**config.mk**
```make
export PLATFORM = sky130hd
export DESIGN_NAME = key_cmd_decoder
export DESIGN_NICKNAME = d
export VERILOG_FILES = /design/src/rtl/key_cmd_decoder.sv
export SDC_FILE = /design/constraint.sdc
export NUM_CORES = 1
export LEC_CHECK = 0
export BUFFER_PORTS_ARGS = -buffer_cell sky130_fd_sc_hd__buf_2
export CORE_ASPECT_RATIO = 1.75
export CORE_UTILIZATION = 50
export DETAILED_ROUTE_END_ITERATION = 10
export PLACE_DENSITY = 0.71
export SLEW_MARGIN = 30
export SYNTH_ARGS = -nofsm -noshare
export SYNTH_HDL_FRONTEND = slang
export SYNTH_SLANG_ARGS = --single-unit
```
**constraint.sdc**
```tcl
create_clock -name clk -period 2.8 [get_ports clk]
set_input_delay 0.14 -clock clk [delete_from_list [all_inputs] [get_ports clk]]
set_output_delay 0.14 -clock clk [all_outputs]
set_load 0.02 [all_outputs]
```
**src/rtl/key_cmd_decoder.sv**
```systemverilog
// ============================================================================
// Module      : key_cmd_decoder
// Description : PS/2 set-2 scan-code decoder producing one-cycle command pulses
//               with break/extended prefix handling, typematic suppression and
//               a prefix timeout.
// Revision    : 1.0 - initial release
// ============================================================================
`default_nettype none

module key_cmd_decoder #(
  parameter int TIMEOUT_CYCLES = 200000,
  parameter int CNT_W          = 18
) (
  input  logic       clk,
  input  logic       rst,
  input  logic [7:0] rx_data,
  input  logic       rx_valid,
  output logic       help,
  output logic       menu,
  output logic       select_map,
  output logic       game_forest,
  output logic       game_castle,
  output logic [4:0] key_held,
  output logic       frame_err
);

  localparam logic [1:0] S_IDLE    = 2'd0;
  localparam logic [1:0] S_BRK     = 2'd1;
  localparam logic [1:0] S_EXT     = 2'd2;
  localparam logic [1:0] S_EXT_BRK = 2'd3;

  localparam logic [7:0] BYTE_BRK = 8'hF0;
  localparam logic [7:0] BYTE_EXT = 8'hE0;
  localparam logic [7:0] BYTE_ZERO = 8'h00;
  localparam logic [7:0] BYTE_ONES = 8'hFF;

  // Make codes packed in key_held bit order {C,F,ENTER,ESC,H}
  localparam logic [39:0] KEY_CODES = {8'h21, 8'h2B, 8'h5A, 8'h76, 8'h33};

  localparam logic [CNT_W-1:0] CNT_LAST = CNT_W'(TIMEOUT_CYCLES - 1);

  logic [1:0]       state;
  logic [1:0]       state_nxt;
  logic [CNT_W-1:0] cnt;
  logic [CNT_W-1:0] cnt_nxt;
  logic [4:0]       key_hit;
  logic [4:0]       pulse;
  logic [4:0]       pulse_nxt;
  logic [4:0]       held_nxt;
  logic             ferr_nxt;
  logic             err_byte;
  logic             byte_ok;
  logic             timeout;
  logic             is_brk;
  logic             is_ext;

  generate
    for (genvar i = 0; i < 5; i++) begin : g_key_match
      assign key_hit[i] = rx_valid && (rx_data == KEY_CODES[i*8 +: 8]);
    end
  endgenerate

  assign err_byte = rx_valid && ((rx_data == BYTE_ZERO) || (rx_data == BYTE_ONES));
  assign byte_ok  = rx_valid && !err_byte;
  assign is_brk   = rx_data == BYTE_BRK;
  assign is_ext   = rx_data == BYTE_EXT;
  // A byte arriving on the expiry cycle takes priority over the timeout
  assign timeout  = !rx_valid && (state != S_IDLE) && (cnt == CNT_LAST);

  always_ff @(posedge clk) begin
    if (rst) begin
      state     <= S_IDLE;
      cnt       <= '0;
      key_held  <= '0;
      pulse     <= '0;
      frame_err <= 1'b0;
    end else begin
      state     <= state_nxt;
      cnt       <= cnt_nxt;
      key_held  <= held_nxt;
      pulse     <= pulse_nxt;
      frame_err <= ferr_nxt;
    end
  end

  always_comb begin
    state_nxt = state;
    if (err_byte || timeout) begin
      state_nxt = S_IDLE;
    end else if (byte_ok) begin
      case (state)
        S_IDLE: begin
          if (is_ext)      state_nxt = S_EXT;
          else if (is_brk) state_nxt = S_BRK;
        end
        S_BRK: begin
          if (is_ext)       state_nxt = S_EXT_BRK;
          else if (!is_brk) state_nxt = S_IDLE;
        end
        S_EXT: begin
          if (is_brk)       state_nxt = S_EXT_BRK;
          else if (!is_ext) state_nxt = S_IDLE;
        end
        S_EXT_BRK: begin
          if (!is_brk && !is_ext) state_nxt = S_IDLE;
        end
        default: state_nxt = S_IDLE;
      endcase
    end

    if (rx_valid || timeout || (state == S_IDLE)) cnt_nxt = '0;
    else                                          cnt_nxt = cnt + 1'b1;
  end

  always_comb begin
    pulse_nxt = '0;
    held_nxt  = key_held;
    ferr_nxt  = err_byte || timeout;
    if (err_byte) begin
      held_nxt = '0;
    end else if (byte_ok && (state == S_IDLE)) begin
      // Typematic repeats of a held key are swallowed
      if ((key_hit & key_held) == 5'd0) pulse_nxt = key_hit;
      held_nxt = key_held | key_hit;
    end else if (byte_ok && (state == S_BRK)) begin
      held_nxt = key_held & ~key_hit;
    end
  end

  assign help        = pulse[0];
  assign menu        = pulse[1];
  assign select_map  = pulse[2];
  assign game_forest = pulse[3];
  assign game_castle = pulse[4];

endmodule

`default_nettype wire
```
==> flow_metrics.env, run 1 <==
export IMPL_status="finished clean"
export IMPL_grt_ovfl_total=0
export IMPL_layout_drive_gt1_share_pct=18.0
export IMPL_fmax_ghz=0.521
export IMPL_grt_util_all_layers_pct=23.1
export IMPL_yosysTopAreaCellShare_pct=42.4
export IMPL_clk_latency_ns=0.28
export IMPL_hold_buffers=0
export IMPL_pin_count=22
export IMPL_fin_crit_sh_pct=68.6
export IMPL_reg2reg_slack_ns=0.88
export IMPL_crit_type="flip-flop to flip-flop"
export IMPL_peakVddDrop_mv=0.380
export IMPL_tns_ns=0
export IMPL_critPathArrivalTime_ns=2.09
export IMPL_fin_nets=211
export IMPL_portBuffers=21
export IMPL_netlist_area_mm2=0.00146
export IMPL_rr_worst_depth=5
export IMPL_synth_main_ff_cell="dfxtp_1"
export IMPL_fin_ws_ns=0.880
export IMPL_start_util_pct=53.1
export IMPL_drv_cap=0
export IMPL_final_util_pct=61.9
export IMPL_hold_viol_final=0
export IMPL_num_vias=1299
export IMPL_synth_seq_cells=31
export IMPL_cp_max_fo=17
export IMPL_synth_area_leader_cell="dfxtp_1"
export IMPL_syn_avg_cell_area_um2=8.41
export IMPL_synth_area_leaders="dfxtp_1, nor2_1, xnor2_1, xor2_1, nor3_1"
export IMPL_die_area_mm2=0.00315
export IMPL_rows=25
export IMPL_fin_worst_skew_ns=0.00177
export IMPL_r2r_start="cnt[7]"
export IMPL_clock_sinks=31
export IMPL_tightest_slew_ns=0.499
export IMPL_diodes=0
export IMPL_antenna_found_initial=0
export IMPL_cts_buffers_inserted=5
export IMPL_cp_data_required_time_ns=2.97
export IMPL_hold_class="input pin to flip-flop"
export IMPL_drtPass1Iterations=6
export IMPL_fin_crit_ns=1.92
export IMPL_rsz0062_at_grt="false"
export IMPL_cts_repair_resized=0
export IMPL_root_buffer="clkbuf_8"
export IMPL_grt_max_degree=18
export IMPL_drv_slew=0
export IMPL_via_per_inst=5.72
export IMPL_hold_start="rst"
export IMPL_slew_limit_headroom_pct=66.5
export IMPL_grt_pass1_vias=1257
export IMPL_routed_wl_mm=3.26
export IMPL_place_congestion=0.874
export IMPL_leakagePower_nw=0.608
export IMPL_clk_pin_slew_ns=0.06
export IMPL_core_area_mm2=0.00275
export IMPL_clockBufferDepth=2
export IMPL_drcViolationCount=0
export IMPL_end_kind="flip-flop"
export IMPL_asyncSetResetFlopFracSynth_pct=0
export IMPL_dp_hpwl_mm=2.40
export IMPL_ys_seq_area_share_pct=42.4
export IMPL_min_to="frame_err"
export IMPL_die_x_um=42.9
export IMPL_whs_path_depth=2
export IMPL_layoutNonFillerInstCount=227
export IMPL_postCtsSetupBuffers=0
export IMPL_drtAntennaViolNets=0
export IMPL_synthToLayoutAreaGrowth_pct=16.5
export IMPL_p_total_uw=934
export IMPL_cts_tree="done"
export IMPL_synth_edf_count=0
export IMPL_yosysWarnings=0
export IMPL_grt_pass1_wl_mm=5.35
export IMPL_worst_r2r_endpoint="cnt[7]"
export IMPL_ys_types=37
export IMPL_power_density_mw_per_mm2=548
export IMPL_synth_fp_nets=186
export IMPL_first_iter_violations=33
export IMPL_dp_cells=219
export IMPL_startpoint_type="flip-flop"
export IMPL_dpl_worst_slack_ns=0.882
export IMPL_routedWlPerCell_um=14.4
export IMPL_finalSetupViolCount=0
export IMPL_dieHeight_um=73.6
export IMPL_h_tree_depth=2
export IMPL_synthCells=174
==> through the flow <==
| stage | hold slack [ns] | cell area (um^2) |
|---|---|---|
| floorplan | 0.266 | 1460 |
| global placement | 0.427 | 1590 |
| detailed placement | 0.432 | 1590 |
| CTS | 0.126 | 1700 |
| global route | 0.141 | 1700 |
| finish | 0.139 | 1700 |
==> cell usage in the layout, fill, tap and decap left out <==
cell type	count
and2_1	2
and4_1	1
a21boi_1	1
nor2_1	28
or3b_1	2
o2bb2a_1	1
nand2b_1	3
o21ai_1	1
a31o_2	4
clkinv_2	1
dfxtp_1	31
nor4_1	6
xnor2_1	8
a21oi_1	4
nor2b_1	3
o21ai_0	5
or2b_1	1
or4_4	1
or4_1	1
nand3b_1	3
or3_1	5
nor3b_1	2
a22oi_1	1
xor2_1	8
o21bai_1	1
nand4_1	4
and3_1	5
buf_2	21
inv_1	3
nand3_1	8
bufinv_16	1
nand2_1	12
or4b_1	1
clkbuf_8	6
nand2_2	1
ha_1	1
nand4b_1	1
or4b_2	1
nor3_1	11
==> where the power goes <==
| group | switching [mW] | total, mW | internal, mW |
|---|---|---|---|
| registers | 0.000236 | 0.441 | 0.441 |
| logic | 0.0232 | 0.0365 | 0.0134 |
| clock network | 0.169 | 0.456 | 0.288 |
==> logic make-up (layout without fill, tap and decap cells) <==
logic type	Yosys count	count (layout)	synth area share, %
compound gates	18	18	8.04
buf+inv	6	32	1.80
simple gates	102	102	37.3
fa+ha+maj	1	1	0.855
flops	31	31	42.4
xor+xnor	16	16	9.58
==> final cells by class <==
cell class | instances | area (um^2)
Clock inverter | 2 | 35.0
Multi-Input combinational cell | 137 | 816
Sequential cell | 31 | 621
Timing Repair Buffer | 21 | 105
Inverter | 3 | 11.3
Fill cell | 273 | 1050
Tap cell | 27 | 33.8
Clock buffer | 6 | 82.6
==> Yosys cell counts (all sizes together), types with 2 or more instances <==
master and number:
xnor2 8, nand3 8, nand2 13, o21ai 6, and3 5, a31o 4, a21oi 4, or3 5
nor2b 3, and2 2, nor4 6, nor3 11, nor2 28, clkbuf 2, or4b 2, nand2b 3
nand4 4, dfxtp 31, nor3b 2, or4 2, or3b 2, inv 3, nand3b 3, xor2 8
==> how the worst max path moves through the flow <==
stage	startpoint	endpoint	slack, ns	cells after the start
global placement	rx_data[1]	flip-flop	0.95	6
CTS	cnt[7]	cnt[6]	0.87	5
global route	cnt[15]	cnt[11]	0.75	5
floorplan	cnt[15]	cnt[2]	1.03	6
detailed placement	cnt[7]	cnt[11]	0.88	5
finish	cnt[7]	cnt[7]	0.88	5
==> critical path, cell delays in order, from the launching register on <==
cell and delay [ns]:
dfxtp_1 0.35, or4b_2 0.64, nor3_1 0.28, nand3_1 0.15, nand2_2 0.29, nor2_1 0.09
==> per-layer routing <==
layer	share of wire [%]	wire length, um	vias to the layer above	GRT usage (%)
li1	-	-	665	-
met1	38	1230	597	21.6
met2	56	1830	30	42.9
met3	3.6	118	7	7.13
met4	2.5	82	0	12.8
met5	0	0	-	0
(Power assumes the default switching activity.)
==> inputs of run 2 (changes only) <==
Settings changed: PLACE_DENSITY 0.71 to 0.74.
Clock period 2.8 ns to 1.55 ns, I/O delays scaled along.
==> flow_metrics.env, run 2 (same netlist as run 1, synthesis figures left out) <==
export IMPL_routedWlPerCell_um=15.7
export IMPL_num_vias=1550
export IMPL_drtPass1Iterations=4
export IMPL_finalSetupViolCount=19
export IMPL_diodes=0
export IMPL_rsz0062_at_grt="true"
export IMPL_violations="setup timing"
export IMPL_grt_ovfl_total=0
export IMPL_hold_buffers=0
export IMPL_crit_buf_inv=1
export IMPL_tightest_slew_ns=0.476
export IMPL_clock_sinks=31
export IMPL_dp_hpwl_mm=2.94
export IMPL_grt_max_degree=18
export IMPL_h_tree_depth=2
export IMPL_pin_count=22
export IMPL_fin_crit_sh_pct=102
export IMPL_fin_worst_skew_ns=0.0108
export IMPL_end_kind="flip-flop"
export IMPL_multiInputGateArea_um2=863
export IMPL_cp_cell_sequence="or4b_4 > nor3_4 > nand3_1 > nand2_2 > buf_12 > nor2_1"
export IMPL_first_iter_violations=59
export IMPL_cp_data_required_time_ns=1.72
export IMPL_cts_buffers_inserted=5
export IMPL_final_cell_mix="dfxtp_1, buf_4, nor2_1"
export IMPL_cpMaxStageDelayCell="or4b_4"
export IMPL_max_stage_delay_ns=0.54
export IMPL_hold_viol_final=0
export IMPL_core_area_mm2=0.00275
export IMPL_layout_drive_gt1_share_pct=31.5
export IMPL_drv_cap=0
export IMPL_grt_pass1_vias=1529
export IMPL_via_per_inst=5.98
export IMPL_grt_busiest_layer="met2"
export IMPL_clk_latency_ns=0.28
export IMPL_crit_type="flip-flop to flip-flop"
export IMPL_clk_pin_slew_ns=0.07
export IMPL_met2_usage_pct=54.2
export IMPL_drcViolationCount=0
export IMPL_postCtsSetupBuffers=0
export IMPL_power_density_mw_per_mm2=855
export IMPL_rows=25
export IMPL_leakagePower_nw=0.808
export IMPL_fin_ws_ns=-0.0329
export IMPL_grt_util_all_layers_pct=27.9
export IMPL_met3_usage_pct=5.65
export IMPL_dieHeight_um=73.6
export IMPL_portBuffers=21
export IMPL_seqCellArea_um2=621
export IMPL_synthToLayoutAreaGrowth_pct=37.0
export IMPL_hold_class="input pin to flip-flop"
export IMPL_nFillCells=219
export IMPL_fmax_ghz=0.632
export IMPL_antenna_found_initial=0
export IMPL_fin_crit_ns=1.58
export IMPL_routed_wl_mm=4.08
export IMPL_fin_nets=243
export IMPL_root_buffer="clkbuf_8"
export IMPL_critPathArrivalTime_ns=1.75
export IMPL_place_congestion=0.920
export IMPL_status="finished with violations"
export IMPL_slew_limit_headroom_pct=68.0
export IMPL_final_util_pct=72.8
export IMPL_die_x_um=42.9
export IMPL_cp_max_fo=17
export IMPL_drv_slew=0
export IMPL_grt_pass1_wl_mm=6.51
export IMPL_die_area_mm2=0.00315
export IMPL_dpl_worst_slack_ns=-0.176
export IMPL_peakVddDrop_mv=0.786
export IMPL_startpoint_type="flip-flop"
export IMPL_grt_use_met1_pct=24.5
export IMPL_cts_tree="done"
export IMPL_start_util_pct=53.1
export IMPL_drtAntennaViolNets=0
export IMPL_clockBufferDepth=2
export IMPL_critical_path_top_delay_family="simple AND/OR/NAND/NOR gates"
-- run 2: cell types whose count changed in the layout (fill, tap and decap cells not counted), moves of 2 or more --
cell and change:
nor4_1 -3, nor3_1 -2, nor4_2 +2, buf_4 +31
-- run 2: what timing repair did --
action                     4_1_cts  5_1_grt
setup endpoints to repair       15       23
gates resized for setup          2        4
pin swaps                        1        3
-- run 2: metrics by stage --
step	power, mW	hold slack [ns]	cells	TNS [ns]	area (um^2)
4_1_cts	1.72	0.0851	259	-0.0446	1980
6_report	1.71	0.0944	259	-0.463	2000
3_3_place_gp	0.909	0.388	251	-0.707	1850
2_1_floorplan	0.845	0.203	174	0	1480
5_1_grt	1.77	0.103	259	-1.56	2000
3_5_place_dp	0.912	0.392	251	-1.18	1850
-- run 2: worst reg2reg max path: stages, from the launching register on --
cell and delay (ns):
dfxtp_1 0.31, or4b_4 0.54, nor3_4 0.15, nand3_1 0.15, nand2_2 0.12, buf_12 0.14
nor2_1 0.05
-- run 2: per-layer routing --
metal / vias to the layer above / part of all wire, %
met5: - / 0
met4: 0 / 4.0
met3: 16 / 4.0
met2: 60 / 57
met1: 746 / 35
li1: 728 / -
-- run 2: layout make-up --
type                       count  area share, %
sequential                    31           31.0
tap                           27           1.69
multi-input combinational    137           43.1
clock buffer                   6           4.12
inverter                       3          0.562
clock inverter                 2           1.75
timing repair buffer          53           17.9
-- run 2: power by group --
group          internal (mW)  switching (mW)  leakage, nW
registers              0.797        0.000401        0.250
clock network          0.519           0.294       0.0612
logic                 0.0504          0.0535        0.497
-- run 2: final timing paths --
check | start | to | slack (ns) | cells past startpoint
setup reg to reg | cnt[15] | cnt[5] | -0.03 | 6
hold reg to reg | cnt[17] | cnt[17] | 0.53 | 2
hold / removal | rst | frame_err | 0.09 | 2
setup / recovery | cnt[15] | cnt[5] | -0.03 | 6
==> inputs of run 3 (changes only) <==
Clock period 1.55 ns to 1.3 ns, I/O delays scaled along.
==> flow_metrics.env, run 3 (same netlist as run 1, synthesis figures left out) <==
export IMPL_die_area_mm2=0.00315
export IMPL_grt_util_all_layers_pct=28.7
export IMPL_r2r_start="cnt[15]"
export IMPL_fin_crit_sh_pct=121
export IMPL_dpl_worst_slack_ns=-0.334
export IMPL_routed_wl_mm=4.39
export IMPL_core_area_mm2=0.00275
export IMPL_tightest_slew_ns=0.391
export IMPL_cp_max_fo=17
export IMPL_cts_tree="done"
export IMPL_rr_worst_depth=6
export IMPL_clk_latency_ns=0.28
export IMPL_hold_class="input pin to flip-flop"
export IMPL_finalSetupViolCount=28
export IMPL_fmax_ghz=0.638
export IMPL_hold_viol_final=0
export IMPL_timing_hold_ws_ns=0.0981
export IMPL_drtAntennaViolNets=0
export IMPL_grt_pass1_wl_mm=6.79
export IMPL_peakVddDrop_mv=0.785
export IMPL_num_vias=1585
export IMPL_dp_hpwl_mm=3.24
export IMPL_root_buffer="clkbuf_8"
export IMPL_cts_buffers_inserted=5
export IMPL_p_total_mw=1.81
export IMPL_reg2reg_slack_ns=-0.27
export IMPL_drtPass1Iterations=5
export IMPL_violations="setup timing"
export IMPL_worst_r2r_endpoint="cnt[14]"
export IMPL_startpoint_type="flip-flop"
export IMPL_rows=25
export IMPL_clockBufferDepth=2
export IMPL_power_density_mw_per_mm2=823
export IMPL_cp_startpoint="cnt[15]"
export IMPL_grt_pass1_vias=1655
export IMPL_grt_max_degree=18
export IMPL_cp_data_required_time_ns=1.47
export IMPL_crit_buf_inv=1
export IMPL_layoutNonFillerInstCount=276
export IMPL_place_congestion=0.828
export IMPL_end_kind="flip-flop"
export IMPL_clk_pin_slew_ns=0.06
export IMPL_status="finished with violations"
export IMPL_endpoint="cnt[14]"
export IMPL_slew_limit_headroom_pct=73.9
export IMPL_max_stage_delay_ns=0.55
export IMPL_leakagePower_nw=0.899
export IMPL_drv_cap=0
export IMPL_first_iter_violations=59
export IMPL_start_util_pct=53.1
export IMPL_crit_type="flip-flop to flip-flop"
export IMPL_drv_slew=0
export IMPL_dieHeight_um=73.6
export IMPL_cp_cell_sequence="or4b_4 > nor3_4 > nand3_2 > nand2_2 > buf_12 > nor2_1"
export IMPL_final_cell_mix="buf_4, dfxtp_1, nor2_1"
export IMPL_via_per_inst=5.74
export IMPL_routedWlPerCell_um=15.9
export IMPL_synthToLayoutAreaGrowth_pct=50.6
export IMPL_antenna_found_initial=0
export IMPL_dp_cells=266
export IMPL_die_x_um=42.9
export IMPL_pin_count=22
export IMPL_drcViolationCount=0
export IMPL_final_common_cell="buf_4"
export IMPL_fin_nets=260
export IMPL_clock_sinks=31
export IMPL_rsz0062_at_grt="true"
export IMPL_critical_path_top_delay_family="simple AND/OR/NAND/NOR gates"
export IMPL_fin_ws_ns=-0.267
export IMPL_fin_crit_ns=1.57
export IMPL_final_util_pct=80.0
export IMPL_h_tree_depth=2
export IMPL_cp_depth=6
export IMPL_cpMaxStageDelayCell="or4b_4"
export IMPL_grt_ovfl_total=0
export IMPL_critPathArrivalTime_ns=1.74
export IMPL_diodes=0
export IMPL_portBuffers=21
export IMPL_fin_worst_skew_ns=0.00461
export IMPL_hold_start="rst"
export IMPL_layout_drive_gt1_share_pct=43.4
-- run 3: cell count changes in the layout (fill, tap and decap cells not counted), moves of 3 or more --
cell     change
buf_2        -3
buf_4       +17
dfxtp_1      -4
dfxtp_2      +4
-- run 3: worst min-delay path by stage --
stage	slack, ns	endpoint	cells after the start
floorplan	0.19	pulse[2]	2
global placement	0.37	frame_err	2
detailed placement	0.37	frame_err	2
CTS	0.07	frame_err	2
global route	0.1	frame_err	2
finish	0.1	frame_err	2
-- run 3: repair_timing --
| item | in CTS | in global routing |
|---|---|---|
| pin swaps | 3 | 2 |
| gates cloned | 0 | 0 |
| hold buffers | 0 | 0 |
| endpoints found under the hold margin | 0 | 0 |
| setup endpoints to repair | 28 | 31 |
| setup buffers | 1 | 1 |
| gates resized for setup | 12 | 15 |
-- run 3: per-layer routing --
metal	GRT usage, %	part of all wire [%]	up-vias
met5	0	0	-
met4	21.9	3.7	0
met3	5.90	3.1	11
met2	53.7	60	63
met1	25.8	33	749
li1	-	-	762
-- run 3: cell type report --
class	count	area, um^2
multi-input combinational	137	942
sequential	31	626
fill	177	551
timing repair buffer	70	508
clock buffer	7	76.3
tap	27	33.8
inverter	3	11.3
clock inverter	1	5.00
-- run 3: power by group --
part	leakage [nW]	internal (mW)	total [mW]	switching (mW)
clock	0.0422	0.375	0.714	0.339
combinational	0.606	0.0778	0.149	0.0709
sequential	0.252	0.950	0.951	0.000457
total	0.899	1.40	1.81	0.410
-- run 3: stage by stage --
step | TNS [ns] | cell area, um^2
floorplan | -3.32 | 1500
global placement | -7.68 | 1990
detailed placement | -8.50 | 1990
CTS | -5.25 | 2130
global route | -6.76 | 2200
finish | -5.37 | 2200
